--- src/rtl/issueint_pipe_pkg.sv ---
// Shared opcode/funct encodings and result-entry layout for the integer issue pipe.
// Entry layout, LSB first: overflow, branch, taken, tag, data.
package issueint_pipe_pkg;

    localparam logic [5:0] FUNCT_SLL  = 6'h00;
    localparam logic [5:0] FUNCT_SRL  = 6'h02;
    localparam logic [5:0] FUNCT_SRA  = 6'h03;
    localparam logic [5:0] OPCODE_BEQ = 6'h04;
    localparam logic [5:0] OPCODE_BNE = 6'h05;
    localparam logic [5:0] FUNCT_ADD  = 6'h20;
    localparam logic [5:0] FUNCT_ADDU = 6'h21;
    localparam logic [5:0] FUNCT_SUB  = 6'h22;
    localparam logic [5:0] FUNCT_SUBU = 6'h23;
    localparam logic [5:0] FUNCT_AND  = 6'h24;
    localparam logic [5:0] FUNCT_OR   = 6'h25;
    localparam logic [5:0] FUNCT_XOR  = 6'h26;
    localparam logic [5:0] FUNCT_NOR  = 6'h27;
    localparam logic [5:0] FUNCT_SLT  = 6'h2a;
    localparam logic [5:0] FUNCT_SLTU = 6'h2b;

    localparam int unsigned ENT_FLAG_W = 3;
    localparam int unsigned ENT_OVF    = 0;
    localparam int unsigned ENT_BR     = 1;
    localparam int unsigned ENT_TAKEN  = 2;

endpackage

--- src/rtl/issueint_resq.sv ---
// Circular result FIFO for the integer issue pipe; flush overrides push and pop.
module issueint_resq #(
    parameter int unsigned WIDTH = 41,
    parameter int unsigned DEPTH = 4
) (
    input  logic                       clk,
    input  logic                       reset,
    input  logic                       flush,
    input  logic                       push,
    input  logic                       pop,
    input  logic [WIDTH-1:0]           wdata,
    output logic [WIDTH-1:0]           rdata,
    output logic                       empty,
    output logic                       full,
    output logic [$clog2(DEPTH+1)-1:0] count
);

    localparam int unsigned PTR_W = $clog2(DEPTH);
    localparam int unsigned CNT_W = $clog2(DEPTH + 1);

    logic [WIDTH-1:0] mem [DEPTH];
    logic [PTR_W-1:0] wr_ptr_q, rd_ptr_q;
    logic [CNT_W-1:0] count_q;
    logic             do_push, do_pop;

    assign empty = (count_q == '0);
    assign full  = (count_q == CNT_W'(DEPTH));
    assign count = count_q;
    assign rdata = mem[rd_ptr_q];

    // A push into a full queue is only legal when the head leaves in the same cycle.
    assign do_pop  = pop && !empty && !flush;
    assign do_push = push && (!full || do_pop) && !flush;

    always_ff @(posedge clk or negedge reset) begin
        if (!reset) begin
            wr_ptr_q <= '0;
            rd_ptr_q <= '0;
            count_q  <= '0;
        end else if (flush) begin
            wr_ptr_q <= '0;
            rd_ptr_q <= '0;
            count_q  <= '0;
        end else begin
            wr_ptr_q <= wr_ptr_q + PTR_W'(do_push);
            rd_ptr_q <= rd_ptr_q + PTR_W'(do_pop);
            count_q  <= count_q + CNT_W'(do_push) - CNT_W'(do_pop);
        end
    end

    always_ff @(posedge clk) begin
        if (do_push) begin
            mem[wr_ptr_q] <= wdata;
        end
    end

endmodule

--- src/rtl/issueint_pipe.sv ---
// Pipelined integer issue unit: inline ALU, EX register, result queue toward the CDB.
// Define ISSUEINT_BYPASS_EN to let the EX entry drive the outputs when the queue is empty.
module issueint_pipe
    import issueint_pipe_pkg::*;
#(
    parameter int unsigned DATA_W = 32,
    parameter int unsigned TAG_W  = 6,
    parameter int unsigned OPC_W  = 6,
    parameter int unsigned QDEPTH = 4
) (
    input  logic                        clk,
    input  logic                        reset,
    input  logic                        flush,
    input  logic                        in_valid,
    output logic                        in_ready,
    input  logic [OPC_W-1:0]            in_opcode,
    input  logic [DATA_W-1:0]           in_rsdata,
    input  logic [DATA_W-1:0]           in_rtdata,
    input  logic [TAG_W-1:0]            in_rdtag,
    output logic                        out_valid,
    input  logic                        out_ready,
    output logic [DATA_W-1:0]           out_data,
    output logic [TAG_W-1:0]            out_rdtag,
    output logic                        out_overflow,
    output logic                        out_branch,
    output logic                        out_branch_taken,
    output logic [$clog2(QDEPTH+2)-1:0] out_count
);

    localparam int unsigned ENT_W  = DATA_W + TAG_W + ENT_FLAG_W;
    localparam int unsigned SH_W   = $clog2(DATA_W);
    localparam int unsigned CNT_W  = $clog2(QDEPTH + 2);
    localparam int unsigned QCNT_W = $clog2(QDEPTH + 1);
    localparam int unsigned MSB    = DATA_W - 1;

    logic [DATA_W-1:0]        sum, diff, alu_data;
    logic signed [DATA_W-1:0] rt_s;
    logic [SH_W-1:0]          shamt;
    logic                     alu_ovf, alu_br, alu_tk, slt, sltu;
    logic [ENT_W-1:0]         alu_entry;

    assign sum   = in_rsdata + in_rtdata;
    assign diff  = in_rsdata - in_rtdata;
    assign rt_s  = in_rtdata;
    assign shamt = in_rsdata[SH_W-1:0];
    assign slt   = $signed(in_rsdata) < $signed(in_rtdata);
    assign sltu  = in_rsdata < in_rtdata;

    always_comb begin
        alu_data = '0;
        alu_ovf  = 1'b0;
        alu_br   = 1'b0;
        alu_tk   = 1'b0;
        case (in_opcode)
            OPC_W'(FUNCT_ADD): begin
                alu_data = sum;
                alu_ovf  = (in_rsdata[MSB] == in_rtdata[MSB]) && (sum[MSB] != in_rsdata[MSB]);
            end
            OPC_W'(FUNCT_ADDU): alu_data = sum;
            OPC_W'(FUNCT_SUB): begin
                alu_data = diff;
                alu_ovf  = (in_rsdata[MSB] != in_rtdata[MSB]) && (diff[MSB] != in_rsdata[MSB]);
            end
            OPC_W'(FUNCT_SUBU): alu_data = diff;
            OPC_W'(FUNCT_AND):  alu_data = in_rsdata & in_rtdata;
            OPC_W'(FUNCT_OR):   alu_data = in_rsdata | in_rtdata;
            OPC_W'(FUNCT_XOR):  alu_data = in_rsdata ^ in_rtdata;
            OPC_W'(FUNCT_NOR):  alu_data = ~(in_rsdata | in_rtdata);
            OPC_W'(FUNCT_SLT):  alu_data = {{(DATA_W-1){1'b0}}, slt};
            OPC_W'(FUNCT_SLTU): alu_data = {{(DATA_W-1){1'b0}}, sltu};
            OPC_W'(FUNCT_SLL):  alu_data = in_rtdata << shamt;
            OPC_W'(FUNCT_SRL):  alu_data = in_rtdata >> shamt;
            OPC_W'(FUNCT_SRA):  alu_data = rt_s >>> shamt;
            OPC_W'(OPCODE_BEQ): begin
                alu_br = 1'b1;
                alu_tk = (in_rsdata == in_rtdata);
            end
            OPC_W'(OPCODE_BNE): begin
                alu_br = 1'b1;
                alu_tk = (in_rsdata != in_rtdata);
            end
            default: ;
        endcase
    end

    assign alu_entry = {alu_data, in_rdtag, alu_tk, alu_br, alu_ovf};

    logic              ex_valid_q;
    logic [ENT_W-1:0]  ex_entry_q;
    logic              q_empty, q_full, q_pop, ex_to_q, ex_done, bypass, grant, accept;
    logic [ENT_W-1:0]  q_rdata, head;
    logic [QCNT_W-1:0] q_count;

`ifdef ISSUEINT_BYPASS_EN
    assign bypass = q_empty && ex_valid_q;
`else
    assign bypass = 1'b0;
`endif

    assign head      = bypass ? ex_entry_q : q_rdata;
    assign out_valid = !q_empty || bypass;
    assign grant     = out_valid && out_ready;
    assign q_pop     = grant && !bypass;
    // A granted bypass entry retires straight from EX and never enters the queue.
    assign ex_to_q   = ex_valid_q && !(bypass && out_ready) && (!q_full || q_pop);
    assign ex_done   = ex_to_q || (bypass && out_ready);
    assign in_ready  = !flush && (!ex_valid_q || !q_full || grant);
    assign accept    = in_valid && in_ready;

    always_ff @(posedge clk or negedge reset) begin
        if (!reset) begin
            ex_valid_q <= 1'b0;
            ex_entry_q <= '0;
        end else if (flush) begin
            ex_valid_q <= 1'b0;
        end else if (accept) begin
            ex_valid_q <= 1'b1;
            ex_entry_q <= alu_entry;
        end else if (ex_done) begin
            ex_valid_q <= 1'b0;
        end
    end

    issueint_resq #(
        .WIDTH (ENT_W),
        .DEPTH (QDEPTH)
    ) u_resq (
        .clk   (clk),
        .reset (reset),
        .flush (flush),
        .push  (ex_to_q),
        .pop   (q_pop),
        .wdata (ex_entry_q),
        .rdata (q_rdata),
        .empty (q_empty),
        .full  (q_full),
        .count (q_count)
    );

    assign out_data         = out_valid ? head[ENT_W-1 -: DATA_W] : '0;
    assign out_rdtag        = out_valid ? head[ENT_FLAG_W +: TAG_W] : '0;
    assign out_overflow     = out_valid && head[ENT_OVF];
    assign out_branch       = out_valid && head[ENT_BR];
    assign out_branch_taken = out_valid && head[ENT_TAKEN];
    assign out_count        = CNT_W'(ex_valid_q) + CNT_W'(q_count);

endmodule

--- config.mk ---
export PLATFORM = sky130hd
export DESIGN_NAME = issueint_pipe
export DESIGN_NICKNAME = d
export VERILOG_FILES = /design/src/rtl/issueint_pipe_pkg.sv /design/src/rtl/issueint_resq.sv /design/src/rtl/issueint_pipe.sv
export SDC_FILE = /design/constraint.sdc
export NUM_CORES = 1
export LEC_CHECK = 0
export BUFFER_PORTS_ARGS = -buffer_cell sky130_fd_sc_hd__buf_2
export CAP_MARGIN = 20
export CORE_MARGIN = 4
export CORE_UTILIZATION = 31
export DETAILED_ROUTE_END_ITERATION = 8
export GPL_TIMING_DRIVEN = 0
export HOLD_SLACK_MARGIN = 0.03
export PLACE_DENSITY = 0.55
export SYNTH_ARGS = -nofsm -noshare
export SYNTH_HDL_FRONTEND = slang
export SYNTH_SLANG_ARGS = --single-unit
--- constraint.sdc ---
create_clock -name clk -period 14.2 [get_ports clk]
set_clock_uncertainty 0.05 [all_clocks]
set_input_delay 4.26 -clock clk [delete_from_list [all_inputs] [get_ports clk]]
set_output_delay 4.26 -clock clk [all_outputs]
set_load 0.05 [all_outputs]
==> reports/results.txt, run 1 <==
global-route wire length before repair -> 113,000 um
# setup viols final -> 0
vias per inst -> 5.91
outcome -> finished clean
CP Buf/Inv Count -> 2
Ys Warns -> 0
Power, Total -> 2.05 mW
number of I/O pins -> 127
FMAX -> 104 MHz
met3 GRT Util -> 0.0339
met2 Use GR -> 0.407
met1 Use GR -> 0.354
CP endpoint kind -> output pin
post-CTS sizing -> 0
Switching Share -> 0.405
async set-reset flop share out of synthesis -> 0.230
synthesized net count -> 2,029
sequential share of power -> 0.359
Max clock buf depth -> 3
hold buffers post-CTS -> 0
startpoint type of the worst setup path -> input port
Placed Instance Area -> 19,100 um^2
core box area -> 55,200 um^2
DR WL/cell -> 28.6 um
GRT overflow -> 0
actual slew at the worst max-slew pin -> 1.09 ns
DRC Markers -> 0
Synth cell types -> 83
drt total wl -> 78,900 um
Worst-path clk slew -> 0.06 ns
Post-Syn Area -> 17,300 um^2
Post-DRT Antenna Nets -> 0
initial DRC count -> 1,921
Site Rows -> 86
share of cells above drive strength 1 -> 0.155
initial antenna violation count -> 2
cell area power density -> 104 nW/um^2
Logic pwr share -> 0.409
gr usage total -> 0.254
Clock Power Share -> 0.232
Hold Path Sink -> u_resq.mem[1][4]
Max Cap Viol -> 0
Top cell by count, worst path -> buf_2
flops & latches, synth -> 213
hold violation count in the final report -> 0
worst reg-to-reg path cell count -> 7
Worst Path Arrival -> 5.26 ns
slew margin rel. -> 0.272
ys flop type -> edfxtp_1
r2r startpoint -> u_resq.count[1]
largest net degree at the start of global routing -> 34
Int Power -> 1.22 mW
clk_lat worst skew -> 0.47 ns
FF+latch area -> 6150 um^2
vias in the first global route -> 15,770
dpl hpwl -> 63,000 um
fin nets -> 2,187
Clk Tree Root Cell -> clkbuf_16
Die Ht -> 244 um
final period utilization -> 0.674
Multi-input gate area -> 10,200 um^2
crit path max fanout -> 3
Post-Syn Instances -> 1,842
post-layout util -> 0.356
peak supply drop -> 0.0821 mV
Initial Utilization -> 0.314
port buffer count -> 125
DRT Pass-1 Iters -> 6
total number of vias -> 16,319
GR peak layer -> met2
Required @ worst endpoint -> 9.89 ns
chip width -> 244 um
die area -> 59,800 um^2
Worst Hold Depth -> 0
Leak -> 7.56 nW
slowest stage cell, crit path -> nor4b_1
RSZ-0062 raised after global routing -> false
Post-CTS Setup Inserts -> 0
number of H-tree levels -> 1
cells along the critical path -> buf_2, nor4b_1, a21oi_1, buf_2
Psw -> 830 uW
post-synthesis sequential area ratio -> 0.355
hold slack -> 0.474 ns
Finished Cell Area -> 19,600 um^2
kind of critical path -> in2out
Syn Area/Cell -> 9.41 um^2
number of synthesized flops with an enable pin -> 164
final worst path period need -> 9.57 ns
cts bufs inserted -> 19
# diodes -> 0
clk sinks -> 213
Layout area overhead -> 13.3%
fill cell count -> 5,739
gpl congestion -> 1.05
TritonCTS clock tree -> done
Hold Startpoint -> ex_entry_q[4]
Final TNS setup -> 0 ns
R2R setup slack -> 10.47 ns
r2r endpoint -> ex_entry_q[17]
peak per-stage delay on the critical path -> 0.45 ns
Worst Hold Class -> reg2reg
final max-slew violation count -> 0
delay-heaviest family, CP -> simple AND/OR/NAND/NOR gates
==> final cells by class <==
class / instances / area share
Timing Repair Buffer: 137 / 0.0398
Inverter: 109 / 0.0208
Clock buffer: 24 / 0.0257
Tap cell: 748 / 0.0477
Buffer: 133 / 0.0289
Multi-Input combinational cell: 1387 / 0.520
Clock inverter: 9 / 0.00363
Sequential cell: 213 / 0.313
==> synth_stat cells (all sizes together) (26+ instances only) <==
library cell	number	area, um^2
mux4	79	1780
inv	106	398
clkbuf	86	323
nor3	33	191
nor2b	53	332
a31oi	26	163
o21ai	149	749
buf	47	245
xnor2	29	254
nand3	28	140
edfxtp	164	4920
mux2i	67	671
nand2	181	679
a21oi	149	746
ha	103	1290
nor2	171	644
dfrtp	49	1230
==> per-layer routing <==
metal  vias up  part of all wire  wire, um
met1      8068              0.42     33400
met5         -           0.00027        21
met4         4             0.048      3760
met3       166             0.078      6140
li1       7159                 -         -
met2       922              0.45     35600
==> worst register-to-register path: cells and delay by family (launching register included) <==
| kind | cells | cell delay (ns) |
|---|---|---|
| compound gates | 3 | 0.91 |
| buf+inv | 2 | 1.12 |
| flops | 1 | 0.44 |
| simple gates | 2 | 1.07 |
==> power groups by stage <==
stage | clock network [mW] | logic (mW) | registers (mW)
global route | 0.514 | 0.888 | 0.739
detailed placement | 0 | 0.829 | 0.749
global placement | 0 | 0.826 | 0.746
finish | 0.477 | 0.839 | 0.736
CTS | 0.491 | 0.832 | 0.736
floorplan | 0 | 0.560 | 0.739
==> worst max path at each step <==
stage	startpoint	end	slack [ns]	cells past startpoint
after floorplan	out_ready	in_ready	4.73	2
after global placement	flush	u_resq.mem[0][14]	2.53	4
after detailed placement	out_ready	in_ready	4.65	4
after CTS	out_ready	in_ready	4.65	4
after global routing	out_ready	in_ready	4.52	4
final	out_ready	in_ready	4.63	4
==> cell families (layout without fill, tap and decap cells) <==
family | after synthesis | count (layout) | share of synthesized area
adders and majority gates | 106 | 106 | 0.0778
and+or+nand+nor | 542 | 542 | 0.143
buffers and inverters | 242 | 412 | 0.0564
muxes | 166 | 166 | 0.154
xor gates and xnor gates | 32 | 32 | 0.0162
AOI/OAI and AO/OA | 541 | 541 | 0.197
DFF | 213 | 213 | 0.355
==> sequential cells by signal (all words and copies together) (netlist names) <==
signal           count
u_resq.mem         164
u_resq.wr_ptr_q      2
ex_entry_q          41
u_resq.rd_ptr_q      2
u_resq.count         3
ex_valid_q           1
==> stage by stage <==
stage | cells | setup slack [ns]
global placement | 2715 | 2.53
global route | 2760 | 4.52
finish | 2760 | 4.63
CTS | 2760 | 4.65
detailed placement | 2727 | 4.65
floorplan | 1842 | 4.73
==> cell usage in the layout (no fill, tap or decap), types with 7 or more instances in the layout <==
master | netlist | final
nand2_1 | 181 | 181
nor2_1 | 170 | 169
edfxtp_1 | 164 | 164
buf_2 | 25 | 151
a21oi_1 | 149 | 149
o21ai_0 | 144 | 144
inv_1 | 106 | 106
ha_1 | 103 | 103
clkbuf_1 | 86 | 90
mux4_2 | 79 | 79
mux2i_1 | 67 | 67
nor2b_1 | 53 | 53
dfrtp_1 | 49 | 49
nor3_1 | 29 | 29
xnor2_1 | 29 | 29
nand3_1 | 28 | 28
a31oi_1 | 26 | 26
a211oi_1 | 24 | 24
o211ai_1 | 24 | 24
o22ai_1 | 20 | 20
mux2_2 | 20 | 20
nor4_1 | 19 | 19
clkbuf_16 | 0 | 19
buf_1 | 15 | 16
o21bai_1 | 15 | 15
a221oi_1 | 15 | 15
a21o_1 | 14 | 14
o31ai_1 | 13 | 13
nand4_1 | 12 | 12
and3_1 | 10 | 9
or3_1 | 8 | 8
o221ai_1 | 8 | 8
buf_6 | 3 | 7
clkinv_1 | 3 | 7
nand2b_1 | 7 | 7
o32ai_1 | 7 | 7
No activity file was read; power rests on OpenSTA's default activity.
==> inputs of run 2 (changes only) <==
- ABC_AREA: unset -> 1
- PLACE_DENSITY: 0.55 -> 0.56
- clock period: 14.2 -> 7.7 ns (I/O delays scaled with it)
==> run 2 against run 1 <==
First-iteration DRC count rose by 20%; final cell count up 41%; critical path depth increased by 1; sequential share of layout area decreased by 2.5 points; total power up 96%; critical endpoint unchanged.
==> reports/results.txt, run 2 <==
Worst Path Arrival -> 3.18 ns (-2.08 ns)
Syn Area/Cell -> 6.48 um^2 (-31%)
Initial Utilization -> 0.313 (-0.00116)
DR WL/cell -> 21.7 um (-24%)
most common cell after layout, fill and taps aside -> nand2_1
final cell count without fillers -> 3,879 (+41%)
startpoint type of the worst setup path -> input port
gr usage total -> 0.250 (-0.00437)
Worst-path clk slew -> 0.06 ns (about the same)
initial antenna violation count -> 4 (+2)
hold violation count in the final report -> 0 (unchanged)
Post-Place Cells -> 3,840 (+41%)
number of synthesized flops with an enable pin -> 164 (unchanged)
post-CTS sizing -> 0 (unchanged)
total number of vias -> 20,635 (+26%)
cts bufs inserted -> 20 (+1)
port buffer count -> 125 (unchanged)
final worst path period need -> 5.54 ns
kind of critical path -> in2out
FMAX -> 181 MHz
Max Cap Viol -> 0 (unchanged)
flops & latches, synth -> 213 (unchanged)
fill cell count -> 6,723 (+17%)
CP Buf/Inv Count -> 4 (+2)
hold buffers post-CTS -> 0 (unchanged)
async set-reset flop share out of synthesis -> 0.230 (unchanged)
final max-slew violation count -> 0 (unchanged)
Clk Tree Root Cell -> clkbuf_16
number of I/O pins -> 127 (unchanged)
Top cell by count, worst path -> inv_1
Die Ht -> 255 um (+4.2%)
RSZ-0062 raised after global routing -> false
Biggest register -> u_resq.mem
delay-heaviest family, CP -> buffers and inverters
clk sinks -> 213 (unchanged)
share of cells above drive strength 1 -> 0.0921 (-0.0630)
Post-DRT Antenna Nets -> 0 (unchanged)
cell area power density -> 188 nW/um^2 (+80%)
fin nets -> 3,267 (+49%)
Post-Syn Instances -> 2,915 (+58%)
peak supply drop -> 0.122 mV (+48%)
Layout area overhead -> 13.0%
post-layout util -> 0.353 (-0.00235)
Site Rows -> 90 (+4.7%)
CP endpoint kind -> output pin
initial DRC count -> 2,308 (+20%)
DRC Markers -> 0 (unchanged)
die area -> 64,900 um^2 (+8.6%)
global-route wire length before repair -> 122,000 um (+7.7%)
Ys Warns -> 0 (unchanged)
Required @ worst endpoint -> 5.34 ns (-4.55 ns)
dpl hpwl -> 68,500 um (+8.7%)
TritonCTS clock tree -> done
peak per-stage delay on the critical path -> 0.31 ns (-0.14 ns)
ys flop type -> edfxtp_1
DRT Pass-1 Iters -> 6 (unchanged)
Worst Hold Class -> reg2reg
Post-Syn Area -> 18,900 um^2 (+8.9%)
synthesized net count -> 3,102 (+53%)
# setup viols final -> 0 (unchanged)
clk_lat worst skew -> 0.49 ns (+0.02 ns)
crit path max fanout -> 8 (+5)
actual slew at the worst max-slew pin -> 1.15 ns (+0.0650 ns)
number of H-tree levels -> 1 (unchanged)
top-count cell post-synth -> nand2_1
Power, Total -> 4.01 mW (+96%)
largest net degree at the start of global routing -> 38 (+12%)
vias per inst -> 5.32 (-10%)
slowest stage cell, crit path -> clkbuf_1
max reg flops -> 164 (unchanged)
list of most frequent post-synthesis cells -> nand2_1, nand3_1, nor2_1
outcome -> finished clean
chip width -> 255 um (+4.2%)
Synth cell types -> 47 (-43%)
GRT overflow -> 0 (unchanged)
Post-CTS Setup Inserts -> 0 (unchanged)
gpl congestion -> 1.02 (-3.2%)
Leak -> 10.4 nW (+38%)
Max clock buf depth -> 3 (unchanged)
Synth top area share -> 0.261 (-0.0233)
drt total wl -> 84,100 um (+6.6%)
vias in the first global route -> 18,930 (+20%)
most frequent cells in the layout -> nand2_1, nand3_1, nor2_1
cells along the critical path -> clkbuf_1, inv_1, nand2_1, inv_1, buf_2
final period utilization -> 0.719
post-synthesis sequential area ratio -> 0.326 (-0.0291)
area leader, netlist -> edfxtp_1
slew margin rel. -> 0.225 (-0.0466)
ranking of synthesized cells by area -> edfxtp_1, nand2_1, nand3_1
core box area -> 60,400 um^2 (+9.3%)
## run 2: changes by cell type after synthesis, moves of 27 or more
cell      previous run  this run
nand2_1            181       910
nand3_1             28       437
inv_1              106       311
nor2_1             170       338
mux4_2              79         0
mux2i_1             67         0
nor2b_1             53         0
clkbuf_1            86        49
a21oi_1            149       114
nand4_1             12        40
xnor2_1             29         2
## run 2: kinds of logic after synthesis
kind of cell	synth area share
compound gates	0.0930
xor+xnor	0.00278
fa+ha+maj	0.0714
buf+inv	0.100
flops	0.326
simple gates	0.407
## run 2: cell type report
class | instances | area, um^2 | area share
antenna | 3 | 7.51 | 0.000352
buffer | 132 | 663 | 0.0311
clock buffer | 35 | 598 | 0.0280
clock inverter | 1 | 8.76 | 0.000411
inverter | 326 | 1230 | 0.0576
multi-input combinational | 2244 | 10900 | 0.509
sequential | 213 | 6150 | 0.288
tap | 782 | 978 | 0.0459
timing repair buffer | 143 | 841 | 0.0394
## run 2: per-stage QoR
step                setup WS (ns)  hold slack [ns]  setup TNS (ns)  area, um^2
global placement            -1.03            0.454         -148.91       20500
finish                       2.16            0.470               0       21300
CTS                          2.14            0.475               0       21300
global route                 2.06            0.501               0       21300
detailed placement           1.85            0.459               0       20700
floorplan                    1.62            0.426               0       18900
## run 2: worst paths after layout
check,start,to,slack (ns),cells past startpoint
min,ex_entry_q[25],u_resq.mem[2][25],0.47,0
min reg2reg,ex_entry_q[25],u_resq.mem[2][25],0.47,0
max reg2reg,u_resq.count[1],u_resq.count[2],4.74,8
max,flush,in_ready,2.16,5
min in group asynchronous,reset,ex_entry_q[5],1.70,1
max in group asynchronous,reset,ex_entry_q[16],5.35,2
## run 2: layer usage
layer / GRT usage / part of all wire
met5: 0 / 0.00015
met4: 0.109 / 0.054
met3: 0.0239 / 0.088
met2: 0.391 / 0.43
met1: 0.353 / 0.43
## run 2: power by group
| part | total [mW] | internal (mW) | switching, mW |
|---|---|---|---|
| clock network | 0.919 | 0.526 | 0.393 |
| registers | 1.36 | 1.31 | 0.0492 |
| logic | 1.74 | 0.391 | 1.34 |
| total | 4.01 | 2.22 | 1.79 |
==> inputs of run 3 (changes only) <==
- PLACE_DENSITY: 0.56 -> 0.54
- clock period: 7.7 -> 5.7 ns (I/O delays scaled with it)
==> run 3 against run 2 <==
Worst hold slack got worse by 0.0094 ns; global-route usage is essentially flat; first-iteration DRC count up 4.2%; clock power increased by 37%; die area unchanged; setup slack lost 1.3 ns; non-clock buffer count decreased by 1; clock-buffer cell count fell by 1; critical endpoint is now ex_entry_q[20]; highest routed layer unchanged.
==> reports/results.txt, run 3 (synthesis results as in run 2) <==
outcome -> finished clean
most frequent cells in the layout -> nand2_1, nand3_1, nor2_1
number of H-tree levels -> 1 (unchanged)
Die Ht -> 255 um (unchanged)
DRC Markers -> 0 (unchanged)
hold buffers post-CTS -> 0 (unchanged)
DR WL/cell -> 21.7 um (about the same)
met1 Use GR -> 0.348 (-0.00464)
crit path max fanout -> 10 (+2)
Required @ worst endpoint -> 6.02 ns (+0.68 ns)
fin nets -> 3,266 (-0.031%)
peak supply drop -> 0.168 mV (+38%)
Max Cap Viol -> 0 (unchanged)
FF+latch area -> 6150 um^2 (unchanged)
cts bufs inserted -> 20 (unchanged)
dpl hpwl -> 68,600 um (+0.15%)
CP endpoint kind -> register
slew margin rel. -> 0.344 (+0.118)
kind of critical path -> in2reg
initial antenna violation count -> 4 (unchanged)
fill cell count -> 6,761 (+0.57%)
Clk Tree Root Cell -> clkbuf_16
Layout area overhead -> 13.0% (about the same)
most common cell after layout, fill and taps aside -> nand2_1
port buffer count -> 125 (unchanged)
Worst Hold Class -> reg2reg
drt total wl -> 84,100 um (about the same)
post-CTS sizing -> 0 (unchanged)
Multi-input gate area -> 10,900 um^2 (unchanged)
hold violation count in the final report -> 0 (unchanged)
final max-slew violation count -> 0 (unchanged)
Logic pwr share -> 0.431 (-0.002)
clk sinks -> 213 (unchanged)
Worst Path Arrival -> 5.20 ns (+2.02 ns)
Switching Share -> 0.444 (-0.00146)
Worst-path clk slew -> 0.06 ns (about the same)
Initial Utilization -> 0.313 (unchanged)
Int Power -> 3.02 mW (+36%)
final period utilization -> 0.855
number of I/O pins -> 127 (unchanged)
Top cell by count, worst path -> nand2_1
Site Rows -> 90 (unchanged)
clk_lat worst skew -> 0.49 ns (about the same)
startpoint type of the worst setup path -> input port
met2 Use GR -> 0.401 (+0.00975)
cells along the critical path -> buf_2, inv_2, buf_2, buf_2, ha_1, buf_4, nor2_1, nand2_1, nand3_1, nand2_1, nand3_1, nand2_1, nand3_1, nand2_1, nor2_1, nand2_1, nand2_1, nand2_1
actual slew at the worst max-slew pin -> 0.977 ns (-0.176 ns)
die area -> 64,900 um^2 (unchanged)
Biggest register -> u_resq.mem
Clock Power Share -> 0.232 (+0.003)
share of cells above drive strength 1 -> 0.0928 (+0.000676)
GR peak layer -> met2
gr usage total -> 0.250 (about the same)
FMAX -> 205 MHz
DRT Pass-1 Iters -> 6 (unchanged)
gpl congestion -> 1.02 (about the same)
RSZ-0062 raised after global routing -> false
cell area power density -> 255 nW/um^2 (+36%)
final worst path period need -> 4.87 ns
Leak -> 10.5 nW (about the same)
TritonCTS clock tree -> done
vias per inst -> 5.30 (-0.43%)
Post-CTS Setup Inserts -> 0 (unchanged)
Power, Total -> 5.44 mW (+36%)
# setup viols final -> 0 (unchanged)
core box area -> 60,400 um^2 (unchanged)
hold slack -> 0.460 ns (-0.00938 ns)
delay-heaviest family, CP -> simple AND/OR/NAND/NOR gates
GRT overflow -> 0 (unchanged)
max reg flops -> 164 (unchanged)
global-route wire length before repair -> 122,000 um (-0.25%)
initial DRC count -> 2,404 (+4.2%)
met3 GRT Util -> 0.0276 (+0.00377)
vias in the first global route -> 18,895 (-0.18%)
Psw -> 2.41 mW (+35%)
largest net degree at the start of global routing -> 28 (-26%)
Max clock buf depth -> 3 (unchanged)
Post-DRT Antenna Nets -> 0 (unchanged)
CP Buf/Inv Count -> 5 (+1)
chip width -> 255 um (unchanged)
slowest stage cell, crit path -> nor2_1
peak per-stage delay on the critical path -> 0.47 ns (+0.16 ns)
total number of vias -> 20,541 (-0.46%)
sequential share of power -> 0.337 (about the same)
run 3: cell types whose count changed in the layout (fill, tap and decap cells not counted), sizes merged:
cell / delta
clkbuf: -1
inv: +1
buf: -1
run 3: per-layer routing:
layer	vias up	wire length, um
li1	9838	-
met1	9505	36300
met2	1046	37100
met3	150	6840
met4	2	3830
met5	-	13
run 3: final cells by class:
| cell class | instances | area share |
|---|---|---|
| Clock buffer | 34 | 0.0285 |
| Inverter | 326 | 0.0576 |
| Tap cell | 782 | 0.0459 |
| Timing Repair Buffer | 142 | 0.0389 |
| Clock inverter | 2 | 0.000645 |
| Multi-Input combinational cell | 2244 | 0.509 |
| Antenna cell | 3 | 0.000352 |
| Sequential cell | 213 | 0.288 |
| Buffer | 132 | 0.0311 |
run 3: power by group through the flow:
stage / sequential, mW / combinational [mW] / clock [mW]
global route: 1.84 / 2.53 / 1.36
detailed placement: 1.87 / 2.33 / 0
floorplan: 1.84 / 1.58 / 0
global placement: 1.87 / 2.32 / 0
finish: 1.83 / 2.34 / 1.26
CTS: 1.83 / 2.33 / 1.29
run 3: per-stage QoR:
| stage | setup slack [ns] | std cells | setup TNS, ns | util | instance area (um^2) |
|---|---|---|---|---|---|
| 2_1_floorplan | 0.220 | 2915 | 0 | - | 18900 |
| 3_3_place_gp | -2.53 | 3822 | -393.35 | 0.339 | 20500 |
| 3_5_place_dp | 0.440 | 3839 | 0 | 0.343 | 20700 |
| 4_1_cts | 0.959 | 3875 | 0 | 0.353 | 21300 |
| 5_1_grt | 0.711 | 3876 | 0 | 0.353 | 21300 |
| 6_report | 0.827 | 3878 | 0 | 0.354 | 21300 |
run 3: worst paths after layout:
| check | startpoint | end | slack [ns] | cells past startpoint |
|---|---|---|---|---|
| worst max-delay path | in_rsdata[2] | ex_entry_q[20] | 0.83 | 18 |
| worst min-delay path | ex_entry_q[24] | u_resq.mem[2][24] | 0.46 | 0 |
| worst max register to register | u_resq.count[1] | u_resq.count[2] | 2.91 | 8 |
| worst min register to register | ex_entry_q[24] | u_resq.mem[2][24] | 0.46 | 0 |
| max in group asynchronous | reset | ex_entry_q[0] | 3.81 | 2 |
| min in group asynchronous | reset | ex_entry_q[5] | 1.20 | 1 |
